==> config.mk <==
export PLATFORM = sky130hd
export DESIGN_NAME = serializer
export DESIGN_NICKNAME = d
export VERILOG_FILES = /design/src/rtl/serializer.sv
export SDC_FILE = /design/constraint.sdc
export NUM_CORES = 1
export LEC_CHECK = 0
export BUFFER_PORTS_ARGS = -buffer_cell sky130_fd_sc_hd__buf_2
export CAP_MARGIN = 5
export CORE_MARGIN = 1
export CORE_UTILIZATION = 45
export CTS_BUF_LIST = sky130_fd_sc_hd__clkbuf_8 sky130_fd_sc_hd__clkbuf_16
export DETAILED_ROUTE_END_ITERATION = 6
export PLACE_DENSITY = 0.68
export SLEW_MARGIN = 5
export SYNTH_ARGS = -nofsm -noshare
export SYNTH_HDL_FRONTEND = slang
export SYNTH_SLANG_ARGS = --single-unit
==> constraint.sdc <==
create_clock -name clk_100mhz -period 1.9 [get_ports clk_100mhz]
set_clock_uncertainty 0.05 [all_clocks]
set_input_delay 0.38 -clock clk_100mhz [delete_from_list [all_inputs] [get_ports clk_100mhz]]
set_output_delay 0.38 -clock clk_100mhz [all_outputs]
set_load 0.1 [all_outputs]
==> src/rtl/serializer.sv <==
// Byte FIFO feeding an MSB-first serial transmitter, paced by the receiver's
// availability flag so an unconsumed byte is never overrun.
module serializer #(
    parameter int FIFO_DEPTH = 2
) (
    input  logic       clk_100mhz,
    input  logic       reset,
    input  logic [7:0] data_in,
    input  logic       write_in,
    input  logic       status_in,
    output logic       data_out,
    output logic       write_out,
    output logic       status_out,
    output logic       busy,
    output logic       byte_done
);

    localparam int PW = $clog2(FIFO_DEPTH);
    localparam int CW = PW + 1;
    localparam logic [CW-1:0] FULL = CW'(FIFO_DEPTH);

    typedef enum logic [1:0] {IDLE, SHIFT, DONE} state_t;

    state_t          state, state_next;
    logic [7:0]      mem [FIFO_DEPTH];
    logic [PW-1:0]   rd_ptr, wr_ptr;
    logic [CW-1:0]   count, count_next;
    logic [7:0]      shreg;
    logic [2:0]      bit_cnt;
    logic            push, pop;

    // status_out is the registered not-full flag, so a push against a full
    // FIFO is rejected even if a pop frees a slot on the same edge.
    assign push = write_in && status_out;
    assign busy = (state != IDLE);

    always_comb begin
        state_next = state;
        pop        = 1'b0;
        write_out  = 1'b0;
        data_out   = 1'b0;
        byte_done  = 1'b0;
        case (state)
            IDLE: begin
                if (count != '0 && status_in) begin
                    pop        = 1'b1;
                    state_next = SHIFT;
                end
            end
            SHIFT: begin
                write_out = 1'b1;
                data_out  = shreg[7];
                if (bit_cnt == 3'd7) begin
                    byte_done  = 1'b1;
                    state_next = DONE;
                end
            end
            DONE: begin
                if (!status_in) state_next = IDLE;
            end
            default: state_next = IDLE;
        endcase
    end

    always_comb begin
        case ({push, pop})
            2'b10:   count_next = count + 1'b1;
            2'b01:   count_next = count - 1'b1;
            default: count_next = count;
        endcase
    end

    always_ff @(posedge clk_100mhz) begin
        if (push) mem[wr_ptr] <= data_in;
    end

    always_ff @(posedge clk_100mhz or negedge reset) begin
        if (!reset) begin
            state      <= IDLE;
            rd_ptr     <= '0;
            wr_ptr     <= '0;
            count      <= '0;
            status_out <= 1'b1;
            shreg      <= '0;
            bit_cnt    <= '0;
        end else begin
            state      <= state_next;
            count      <= count_next;
            status_out <= (count_next != FULL);
            if (push) wr_ptr <= wr_ptr + 1'b1;
            if (pop) begin
                rd_ptr  <= rd_ptr + 1'b1;
                shreg   <= mem[rd_ptr];
                bit_cnt <= '0;
            end else if (state == SHIFT) begin
                shreg   <= {shreg[6:0], 1'b0};
                bit_cnt <= bit_cnt + 1'b1;
            end
        end
    end

endmodule

### Yosys cells after proc, flatten, opt, wreduce, memory -nomap -nowiden

Memories as Yosys holds them, arrays and structs flattened.
Cells that the tools add are included.

| cells by class | value |
|---|---|
| mux-type cells | 17 |
| add/subtract/negate cells | 5 |
| reduce and logical (&&, ||, !) cells | 7 |
| eq/ne operators | 9 |

Operators by type and width:

| kind | number |
|---|---|
| 8-bit two-way mux | 2 |
| 1-bit two-way mux | 8 |
| 2-bit != test (second input constant) | 4 |
| 2-bit two-way mux | 3 |
| 3-bit two-way mux | 2 |
| 2-bit case mux with 3 select lines | 1 |
| 2-bit nonzero test | 3 |
| 2-bit by 1-bit == test with 1-bit output (second input constant) | 2 |
| 2-bit == test (second input constant) | 2 |
| 2-bit case mux with 2 select lines | 1 |
| 3-bit by 1-bit adder with 3-bit output (second input constant) | 1 |
| 3-bit == test (second input constant) | 1 |
| 3-bit AND reduction | 1 |
| 1-bit adder (second input constant) | 2 |
| 2-bit by 1-bit adder with 2-bit output (second input constant) | 1 |
| 1-bit logical AND | 2 |
| 2-bit logical NOT | 1 |
| 2-bit by 1-bit subtractor with 2-bit output (second input constant) | 1 |

| storage, ports and cells | value |
|---|---|
| word-level logic and storage cells | 46 |
| memories | 1 |
| output and inout port bits | 5 |
| flip-flop bits (word level) | 18 |
| bits in writable memories | 16 |
| input port bits | 12 |

Memories:

| memory | words | bits a word | read ports | clocked after memory_dff | wr ports | line | source |
|---|---|---|---|---|---|---|---|
| mem | 2 | 8 | 1 | 0 | 1 | 25 | `logic [7:0] mem [FIFO_DEPTH];` |

### Depth between registers and ports, before layout

Gate-level depths: netlist of run 1.

| logic depth | value |
|---|---|
| depth in word-level cells | 7 |
| gate-level depth with buffers | 8 |
| depth with buffers taken out | 7 |

### Least setup slack after synthesis of run 1

OpenSTA, ideal clock, no wires.

| timing path | value |
|---|---|
| kind | reg-to-output |
| start point | register state[1] |
| end point | output data_out |
| required time | 1470 ps |
| slack | -568 ps |
| buffers on the path | 2 |
| cell stages (with the launch flop) | 6 |
| data arrival time | 2038 ps |
| cell sequence | dfrtp_1 > buf_6 > nand2b_4 > inv_1 > buf_2 > and2_1 |

| between the ends | value |
|---|---|
| word-level cells in the longest chain between the ends | 2 |

RTL lines:

| element | line | source |
|---|---|---|
| start, declared | 24 | `state_t state, state_next;` |
| start signal, assigned | 87 | `state <= state_next;` |
| 2-bit by 1-bit == test with 1-bit output | 43 | `case (state)` |
| 1-bit two-way mux | 43 |  |
| end, declared | 11 | `output logic data_out,` |

Every way passes these cells.

### Final worst setup path of run 1

| timing path | value |
|---|---|
| start point | register state[1] |
| end point | output byte_done |

| between the ends | value |
|---|---|
| word-level cells in the longest chain between the ends | 2 |

RTL lines:

| element | line | source |
|---|---|---|
| 2-bit by 1-bit == test with 1-bit output | 43 |  |
| 1-bit two-way mux | 43 |  |
| end, declared | 15 | `output logic byte_done` |

Every way passes these cells.

==> flow_summary.json, run 1 <==
{
  "wl_met1_mm": 1.03,
  "initial_core_util": 0.478,
  "tightest_slew_ns": 0.510,
  "grt_max_degree": 19,
  "total_leakage_power_uw": 0.000763,
  "synthDominantCellAreaShare": 0.326,
  "drtAntennaViolNets": 0,
  "synth_edf_count": 16,
  "yosysUniqueCellTypes": 28,
  "dp_hpwl_mm": 1.53,
  "finalSetupViolCount": 0,
  "ir_drop_mv": 0.767,
  "drt-vias-per-instance": 5.12,
  "grt_use_total": 0.150,
  "r2r_cells": 7,
  "rsz0062_at_grt": "no",
  "pwr_density_cell_nw_per_um2": 1720,
  "grt-ovfl-total": 0,
  "criticalPathCategory": "reg -> out",
  "hold_violations": 0,
  "final_cells": 176,
  "die_h_um": 59.2,
  "routed.top_layer": "met4",
  "max-cap-violations": 0,
  "dp_cells": 166,
  "slew_viol_final": 0,
  "cts.reportedPaths.clkPinSlew_ns": 0.07,
  "clk_path_buf_depth": 2,
  "crit_arrival_ns": 1.38,
  "drive_gt1_frac": 0.288,
  "port_buffers": 16,
  "yosysMostFrequentCell": "dfrtp_1",
  "h-tree-depth": 2,
  "fin_setup_tns_ns": 0,
  "drc_errors": 0,
  "maxClockFrequency_ghz": 0.554,
  "die_x_um": 59.2,
  "drt_pass1_iterations": 5,
  "synth_area_leaders": "edfxtp_1, dfrtp_1, mux2i_1",
  "hp-class": "in -> reg",
  "fin_crit_sh": 0.950,
  "grt_pass1_vias": 817,
  "ys_seq_elements": 34,
  "seq_area_frac_synth": 0.633,
  "nets": 146,
  "grt_pass1_wl_mm": 3.66,
  "drt-total-wl_mm": 2.18,
  "status": "complete, no violations",
  "wire_per_inst_um": 12.4,
  "design.core.area_um2": 3080,
  "syn_avg_cell_area_um2": 13.9,
  "met2WireLength_mm": 1.04,
  "clk_latency_ns": 0.28,
  "die_area_um2": 3510,
  "core.rowCount": 20,
  "synthCells": 106,
  "ys_warn_count": 0,
  "cp-start-kind": "flip-flop",
  "synthToLayoutAreaGrowth_pct": 19.4,
  "dp_slack_ns": 0.134,
  "io_pins": 17,
  "slew-limit-headroom": 0.660,
  "antenna_found_initial": 0,
  "met3WireLength_um": 55,
  "yosys_most_used_dff": "dfrtp_1",
  "numClockSinks": 34,
  "place.gp.congestion": 0.696,
  "num_antenna_cells": 0,
  "yosys.area.top_type": "edfxtp_1",
  "fillers": 247,
  "cts_tree": "built",
  "via_count": 901,
  "synthTopCellsByCount": "dfrtp_1, edfxtp_1, mux2i_1",
  "clock-root-buffer": "clkbuf_8",
  "crit_required_ns": 1.47,
  "crit_fanout": 7,
  "whs_path_depth": 1,
  "critical_path.endpoint_type": "primary output",
  "syn-num-nets": 121,
  "cts_buffers": 5,
  "drt-initial-drc-count": 46,
  "synthArstFlopShare": 0.529,
  "layout_min_cycle_time_ns": 1.81,
  "syn_area_um2": 1470,
  "fin_ws_ns": 0.0946
}
[flip-flops by register name, summed over array words and instances, names as in the netlist]
| signal | count |
|---|---|
| status_out | 1 |
| wr_ptr | 1 |
| mem | 16 |
| shreg | 8 |
| bit_cnt | 3 |
| count | 2 |
| rd_ptr | 1 |
| state | 2 |
[path summary, 6_finish.rpt]
kind / start / to / slack [ns]
max: state[1]$_DFFE_PN0P_ / byte_done / 0.09
min: data_in[7] / mem[0][7]$_DFFE_PP_ / 0.23
max reg2reg: state[1]$_DFFE_PN0P_ / count[1]$_DFF_PN0_ / 0.14
min reg2reg: wr_ptr$_DFFE_PN0P_ / wr_ptr$_DFFE_PN0P_ / 0.45
max in group asynchronous: reset / status_out$_DFF_PN1_ / 0.97
min in group asynchronous: reset / wr_ptr$_DFFE_PN0P_ / 0.51
[power breakdown]
part / leakage, uW / internal (uW) / switching [uW] / total (uW)
logic: 0.000344 / 543 / 765 / 1310
clock network: 0.0000468 / 246 / 236 / 481
registers: 0.000372 / 1030 / 197 / 1230
total: 0.000763 / 1820 / 1200 / 3020
[cells in the final DEF (no fill, tap or decap), types with 2 or more instances in the layout]
cell      instances
o21ai_0           4
and2_4            2
nand2_1           7
buf_4             6
a222oi_1          7
dfrtp_1          17
or2_4             2
xnor2_1           3
xor2_1            2
nor2b_1           2
buf_12            3
inv_1             2
and2b_1           5
nor2_1            4
edfxtp_1         16
clkbuf_8          5
mux2i_1           8
o21ai_1           7
o211ai_1          2
ha_1              3
buf_2            13
[area by class of cell]
cell class	count	area, um^2	area share
multi-input combinational	65	502	0.285
timing repair buffer	23	180	0.102
tap	44	55.1	0.0313
sequential	34	932	0.530
clock inverter	3	12.5	0.00712
clock buffer	5	68.8	0.0391
inverter	2	7.51	0.00427
[repair_timing]
item	CTS	global route
buffers inserted	0	1
resized for setup	1	1
endpoints found under the setup margin	1	1
hold buffers	1	0
endpoints found under the hold margin	17	0
[worst max-delay path, stage by stage, from the launching register on]
cell and delay, ns:
dfrtp_1 0.45, nand2b_4 0.20, inv_2 0.10, and2_4 0.17, buf_12 0.17
[stage by stage]
step / utilization / hold slack, ns / instance area, um^2 / power [uW]
after floorplan: - / 0.0344 / 1480 / 2230
after global placement: 0.539 / 0.274 / 1660 / 2510
after detailed placement: 0.539 / 0.279 / 1660 / 2550
after CTS: 0.568 / 0.227 / 1750 / 3040
after global routing: 0.571 / 0.227 / 1760 / 3210
final: 0.571 / 0.235 / 1760 / 3020
[routing by layer]
layer  global-route usage  vias up
met2                0.234       15
met3               0.0393        6
met5                    0        -
met4                0.102        0
li1                     -      445
met1                0.180      435
[logic make-up (layout without fill, tap and decap cells)]
group | count (synthesis) | count (layout) | share of synthesized area
flip-flops | 34 | 34 | 0.633
AO/OA/AOI/OAI | 24 | 24 | 0.121
AND/OR/NAND/NOR | 24 | 24 | 0.0960
multiplexers | 8 | 8 | 0.0544
buffers and inverters | 7 | 33 | 0.0297
XOR/XNOR | 6 | 6 | 0.0408
adder cells (fa/ha/maj) | 3 | 3 | 0.0255
Note: power is estimated with default switching activity, not from simulation.
==> run 2, diff against run 1 <==
--- a/config.mk
+++ b/config.mk
@@ -10,6 +10,7 @@
 export CORE_MARGIN = 1
 export CORE_UTILIZATION = 45
 export CTS_BUF_LIST = sky130_fd_sc_hd__clkbuf_8 sky130_fd_sc_hd__clkbuf_16
+export CTS_CLUSTER_SIZE = 25
 export DETAILED_ROUTE_END_ITERATION = 6
 export PLACE_DENSITY = 0.68
 export SLEW_MARGIN = 5
==> constraint.sdc (replaced) <==
create_clock -name clk_100mhz -period 1.9 [get_ports clk_100mhz]
set_clock_uncertainty 0.05 [all_clocks]
set_input_delay 0.285 -clock clk_100mhz [delete_from_list [all_inputs] [get_ports clk_100mhz]]
set_output_delay 0.285 -clock clk_100mhz [all_outputs]
set_load 0.1 [all_outputs]
==> flow_summary.json, run 2 (synthesis results as in run 1) <==
{
  "cp-start-kind": "flip-flop",
  "startpoint": "count[0]$_DFF_PN0_",
  "ir_drop_mv": 0.878,
  "grtUsageMet2": 0.271,
  "drt-initial-drc-count": 33,
  "grt-busiest-layer": "met2",
  "fin_setup_tns_ns": 0,
  "num_antenna_cells": 0,
  "slowest_delay_ns": 0.46,
  "initial_core_util": 0.478,
  "dp_hpwl_mm": 1.71,
  "h-tree-depth": 2,
  "grt_use_total": 0.162,
  "use_met3": 0.0590,
  "clk_path_buf_depth": 2,
  "r2r_cells": 6,
  "finalSetupViolCount": 0,
  "critPathCapture": "count[1]$_DFF_PN0_",
  "drc_errors": 0,
  "dp_slack_ns": 0.143,
  "drtAntennaViolNets": 0,
  "nets": 145,
  "r2r_start": "count[0]$_DFF_PN0_",
  "fin_ws_ns": 0.116,
  "crit_required_ns": 2.05,
  "reg2reg_to": "count[1]$_DFF_PN0_",
  "grt_pass1_wl_mm": 3.93,
  "io_pins": 17,
  "reg2reg_slack_ns": 0.12,
  "die_x_um": 59.2,
  "layout_common_cells": "dfrtp_1, edfxtp_1, buf_2",
  "cts_tree": "built",
  "design.core.area_um2": 3080,
  "criticalPathCategory": "reg -> reg",
  "slowest_stage": "dfrtp_1",
  "crit_chain": "o21ai_4 > or2_4 > inv_1 > ha_1 > nor2_1 > xor2_1",
  "maxClockFrequency_ghz": 0.561,
  "die_h_um": 59.2,
  "drt-vias-per-instance": 5.17,
  "fin_util": 0.568,
  "clk_latency_ns": 0.28,
  "via_count": 904,
  "grt_max_degree": 19,
  "largest_register": "mem",
  "cts_buffers": 5,
  "die_area_um2": 3510,
  "grt_use_met1": 0.185,
  "grt_pass1_vias": 888,
  "hp-class": "in -> reg",
  "crit_fanout": 10,
  "final_common_cell": "dfrtp_1",
  "drt_pass1_iterations": 5,
  "fin_crit_sh": 0.939,
  "max-cap-violations": 0,
  "drive_gt1_frac": 0.275,
  "rsz0062_at_grt": "no",
  "cts.reportedPaths.clkPinSlew_ns": 0.06,
  "layout_min_cycle_time_ns": 1.78,
  "critical_path.endpoint_type": "flip-flop",
  "port_buffers": 16,
  "place.gp.congestion": 0.736,
  "clock-root-buffer": "clkbuf_8",
  "largest_register_ffs": 16,
  "numClockSinks": 34,
  "fillers": 264,
  "slew_viol_final": 0,
  "hold_violations": 0,
  "drt-total-wl_mm": 2.30,
  "cts_setup_buffers": 0,
  "status": "complete, no violations",
  "tightest_slew_ns": 0.508,
  "synthToLayoutAreaGrowth_pct": 18.8,
  "grt-ovfl-total": 0,
  "antenna_found_initial": 0,
  "core.rowCount": 20,
  "slew-limit-headroom": 0.661,
  "total_leakage_power_uw": 0.000763,
  "wire_per_inst_um": 13.2,
  "reg_top3": "mem: 16 flops, shreg: 8 flops, bit_cnt: 3 flops",
  "crit_arrival_ns": 1.94,
  "pwr_density_cell_nw_per_um2": 1730
}
==> run 2: changes by cell type in the layout (fill, tap and decap cells not counted), sizes merged <==
cell	previous run	this run
clkinv	2	0
inv	3	5
buf	22	21
==> run 2: repair_timing <==
item                                    4_1_cts  5_1_grt
hold endpoints to repair                     17        0
endpoints found under the setup margin        1        1
hold buffers                                  1        0
gates resized for setup                       1        1
==> run 2: worst max-delay path: cells and delay by family (launching register included) <==
family                   cells  cell delay (ns)
XOR/XNOR                     1             0.16
AO/OA/AOI/OAI                1             0.31
adder cells (fa/ha/maj)      1             0.33
buffers and inverters        1             0.06
AND/OR/NAND/NOR              2             0.34
flip-flops                   1             0.46
==> run 2: worst min path at each step <==
| stage | start | cells after the start | endpoint |
|---|---|---|---|
| final | data_in[0] | 1 | mem[0][0]$_DFFE_PP_ |
| after global routing | data_in[7] | 1 | mem[1][7]$_DFFE_PP_ |
| after CTS | data_in[3] | 1 | mem[0][3]$_DFFE_PP_ |
| after detailed placement | reset | 1 | wr_ptr$_DFFE_PN0P_ |
| after global placement | reset | 1 | wr_ptr$_DFFE_PN0P_ |
| after floorplan | reset | 0 | bit_cnt[0]$_DFFE_PN0P_ |
==> run 2: cell type report <==
cell class,instances,area [um^2],area share
clock buffer,5,68.8,0.0393
clock inverter,3,11.3,0.00644
inverter,2,7.51,0.00429
multi-input combinational,65,502,0.287
sequential,34,932,0.533
tap,44,55.1,0.0315
timing repair buffer,22,173,0.0987
==> run 2: power by group <==
group	internal, uW	switching, uW	leakage, uW
registers	1030	199	0.000372
logic	532	783	0.000339
clock network	243	230	0.0000519
total	1810	1210	0.000763
==> run 2: metrics by stage <==
step | total power [uW] | hold slack, ns | std cells | area (um^2)
after floorplan | 2220 | -0.0606 | 106 | 1480
after global placement | 2500 | 0.172 | 166 | 1660
after detailed placement | 2570 | 0.176 | 166 | 1660
after CTS | 3050 | 0.133 | 175 | 1750
after global routing | 3210 | 0.132 | 175 | 1750
final | 3020 | 0.141 | 175 | 1750
==> run 2: metal layers <==
| layer | vias to the layer above | part of all wire |
|---|---|---|
| li1 | 438 | - |
| met5 | - | 0 |
| met4 | 0 | 0.013 |
| met3 | 2 | 0.042 |
| met2 | 16 | 0.52 |
| met1 | 448 | 0.42 |
==> run 3, diff against run 2 <==
--- a/config.mk
+++ b/config.mk
@@ -5,7 +5,7 @@
 export SDC_FILE = /design/constraint.sdc
 export NUM_CORES = 1
 export LEC_CHECK = 0
-export BUFFER_PORTS_ARGS = -buffer_cell sky130_fd_sc_hd__buf_2
+export BUFFER_PORTS_ARGS = -buffer_cell sky130_fd_sc_hd__clkbuf_2
 export CAP_MARGIN = 5
 export CORE_MARGIN = 1
 export CORE_UTILIZATION = 45
==> flow_summary.json, run 3 (synthesis results as in run 1) <==
{
  "status": "complete, no violations",
  "p_comb_frac": 0.434,
  "rsz0062_at_grt": "no",
  "drtAntennaViolNets": 0,
  "reg2reg_slack_ns": 0.14,
  "cts.reportedPaths.clkPinSlew_ns": 0.06,
  "num_antenna_cells": 0,
  "critPathCapture": "byte_done",
  "switching_share": 0.401,
  "p_clk_frac": 0.158,
  "drc_errors": 0,
  "antenna_found_initial": 0,
  "slew-limit-headroom": 0.644,
  "pwr_density_cell_nw_per_um2": 1720,
  "synthToLayoutAreaGrowth_pct": 18.8,
  "hp-class": "in -> reg",
  "layout_common_cells": "dfrtp_1, edfxtp_1, clkbuf_2",
  "r2r_start": "count[1]$_DFF_PN0_",
  "worst_hold_startpoint": "data_in[0]",
  "crit_arrival_ns": 1.44,
  "clock-root-buffer": "clkbuf_8",
  "dp_hpwl_mm": 1.68,
  "final_common_cell": "dfrtp_1",
  "drive_gt1_frac": 0.275,
  "finalSetupViolCount": 0,
  "grt_pass1_vias": 942,
  "hold_violations": 0,
  "grt_max_degree": 19,
  "grt_pass1_wl_mm": 4.09,
  "design.core.area_um2": 3080,
  "clk_latency_ns": 0.28,
  "clk_path_buf_depth": 2,
  "fin_util": 0.568,
  "grt-ovfl-total": 0,
  "startpoint": "state[1]$_DFFE_PN0P_",
  "net-switching-power_uw": 1210,
  "core.rowCount": 20,
  "die_x_um": 59.2,
  "total_leakage_power_uw": 0.000767,
  "numClockSinks": 34,
  "crit_required_ns": 1.56,
  "nets": 145,
  "critical_path.endpoint_type": "primary output",
  "p_int_uw": 1810,
  "drt-total-wl_mm": 2.30,
  "maxClockFrequency_ghz": 0.564,
  "port_buffers": 16,
  "grt_use_total": 0.167,
  "r2r_cells": 6,
  "ir_drop_mv": 0.859,
  "die_area_um2": 3510,
  "drt-vias-per-instance": 5.10,
  "h-tree-depth": 2,
  "die_h_um": 59.2,
  "wire_per_inst_um": 13.2,
  "drt-initial-drc-count": 37,
  "io_pins": 17,
  "fin_crit_sh": 0.934,
  "slew_viol_final": 0,
  "criticalPathCategory": "reg -> out",
  "fillers": 258,
  "max-cap-violations": 0,
  "crit_fanout": 9,
  "via_count": 893,
  "holdWs_ns": 0.142,
  "place.gp.congestion": 0.736,
  "drt_pass1_iterations": 4,
  "reg2reg_to": "count[1]$_DFF_PN0_",
  "largest_register": "mem",
  "largest_register_ffs": 16,
  "cts_buffers": 5,
  "seqPwrFrac": 0.408,
  "reg_top3": "mem: 16 flops, shreg: 8 flops, bit_cnt: 3 flops",
  "initial_core_util": 0.478,
  "fin_setup_tns_ns": 0,
  "tightest_slew_ns": 0.536,
  "layout_min_cycle_time_ns": 1.77,
  "cts_tree": "built",
  "cp-start-kind": "flip-flop"
}
## run 3: area by class of cell
type | count | area [um^2] | share of cell area
Sequential cell | 34 | 932 | 0.533
Multi-Input combinational cell | 65 | 502 | 0.287
Timing Repair Buffer | 22 | 173 | 0.0987
Clock buffer | 5 | 68.8 | 0.0393
Tap cell | 44 | 55.1 | 0.0315
Clock inverter | 3 | 11.3 | 0.00644
Inverter | 2 | 7.51 | 0.00429
## run 3: per-layer routing
layer / GRT usage / part of all wire
met5: 0 / 0
met4: 0.105 / 0.032
met3: 0.0590 / 0.035
met2: 0.271 / 0.50
met1: 0.187 / 0.43
## run 3: worst max-delay path, cell delays in order (launching register included)
cell and delay [ns]:
dfrtp_1 0.38, buf_4 0.17, nand2b_4 0.17, inv_2 0.10, and2_4 0.17, buf_12 0.17
## run 3: how the worst min path moves through the flow
stage,depth (start not counted),end
after floorplan,0,bit_cnt[0]$_DFFE_PN0P_
after detailed placement,1,wr_ptr$_DFFE_PN0P_
after CTS,1,mem[1][0]$_DFFE_PP_
after global routing,1,mem[0][0]$_DFFE_PP_
final,1,mem[1][0]$_DFFE_PP_
after global placement,1,wr_ptr$_DFFE_PN0P_
## run 3: power by group through the flow
stage	clock network, uW	registers, uW	logic [uW]
after CTS	498	1240	1320
after detailed placement	0	1250	1310
after global routing	520	1270	1430
after floorplan	0	1220	1000
after global placement	0	1230	1280
final	476	1230	1310
## run 3: stage by stage
stage / setup WS [ns] / instances / cell area [um^2] / total power (uW)
3_3_place_gp: 0.244 / 166 / 1660 / 2500
4_1_cts: 0.0515 / 175 / 1750 / 3050
5_1_grt: 0.00246 / 175 / 1750 / 3210
2_1_floorplan: 0.0113 / 106 / 1480 / 2220
6_report: 0.126 / 175 / 1750 / 3020
3_5_place_dp: 0.151 / 166 / 1660 / 2560
## run 3: repair_timing
action,in CTS,in global routing
hold buffers,1,0
gates resized for setup,1,1
hold endpoints to repair,17,0
setup endpoints to repair,1,2
buffers inserted,0,0
pin swaps,0,1
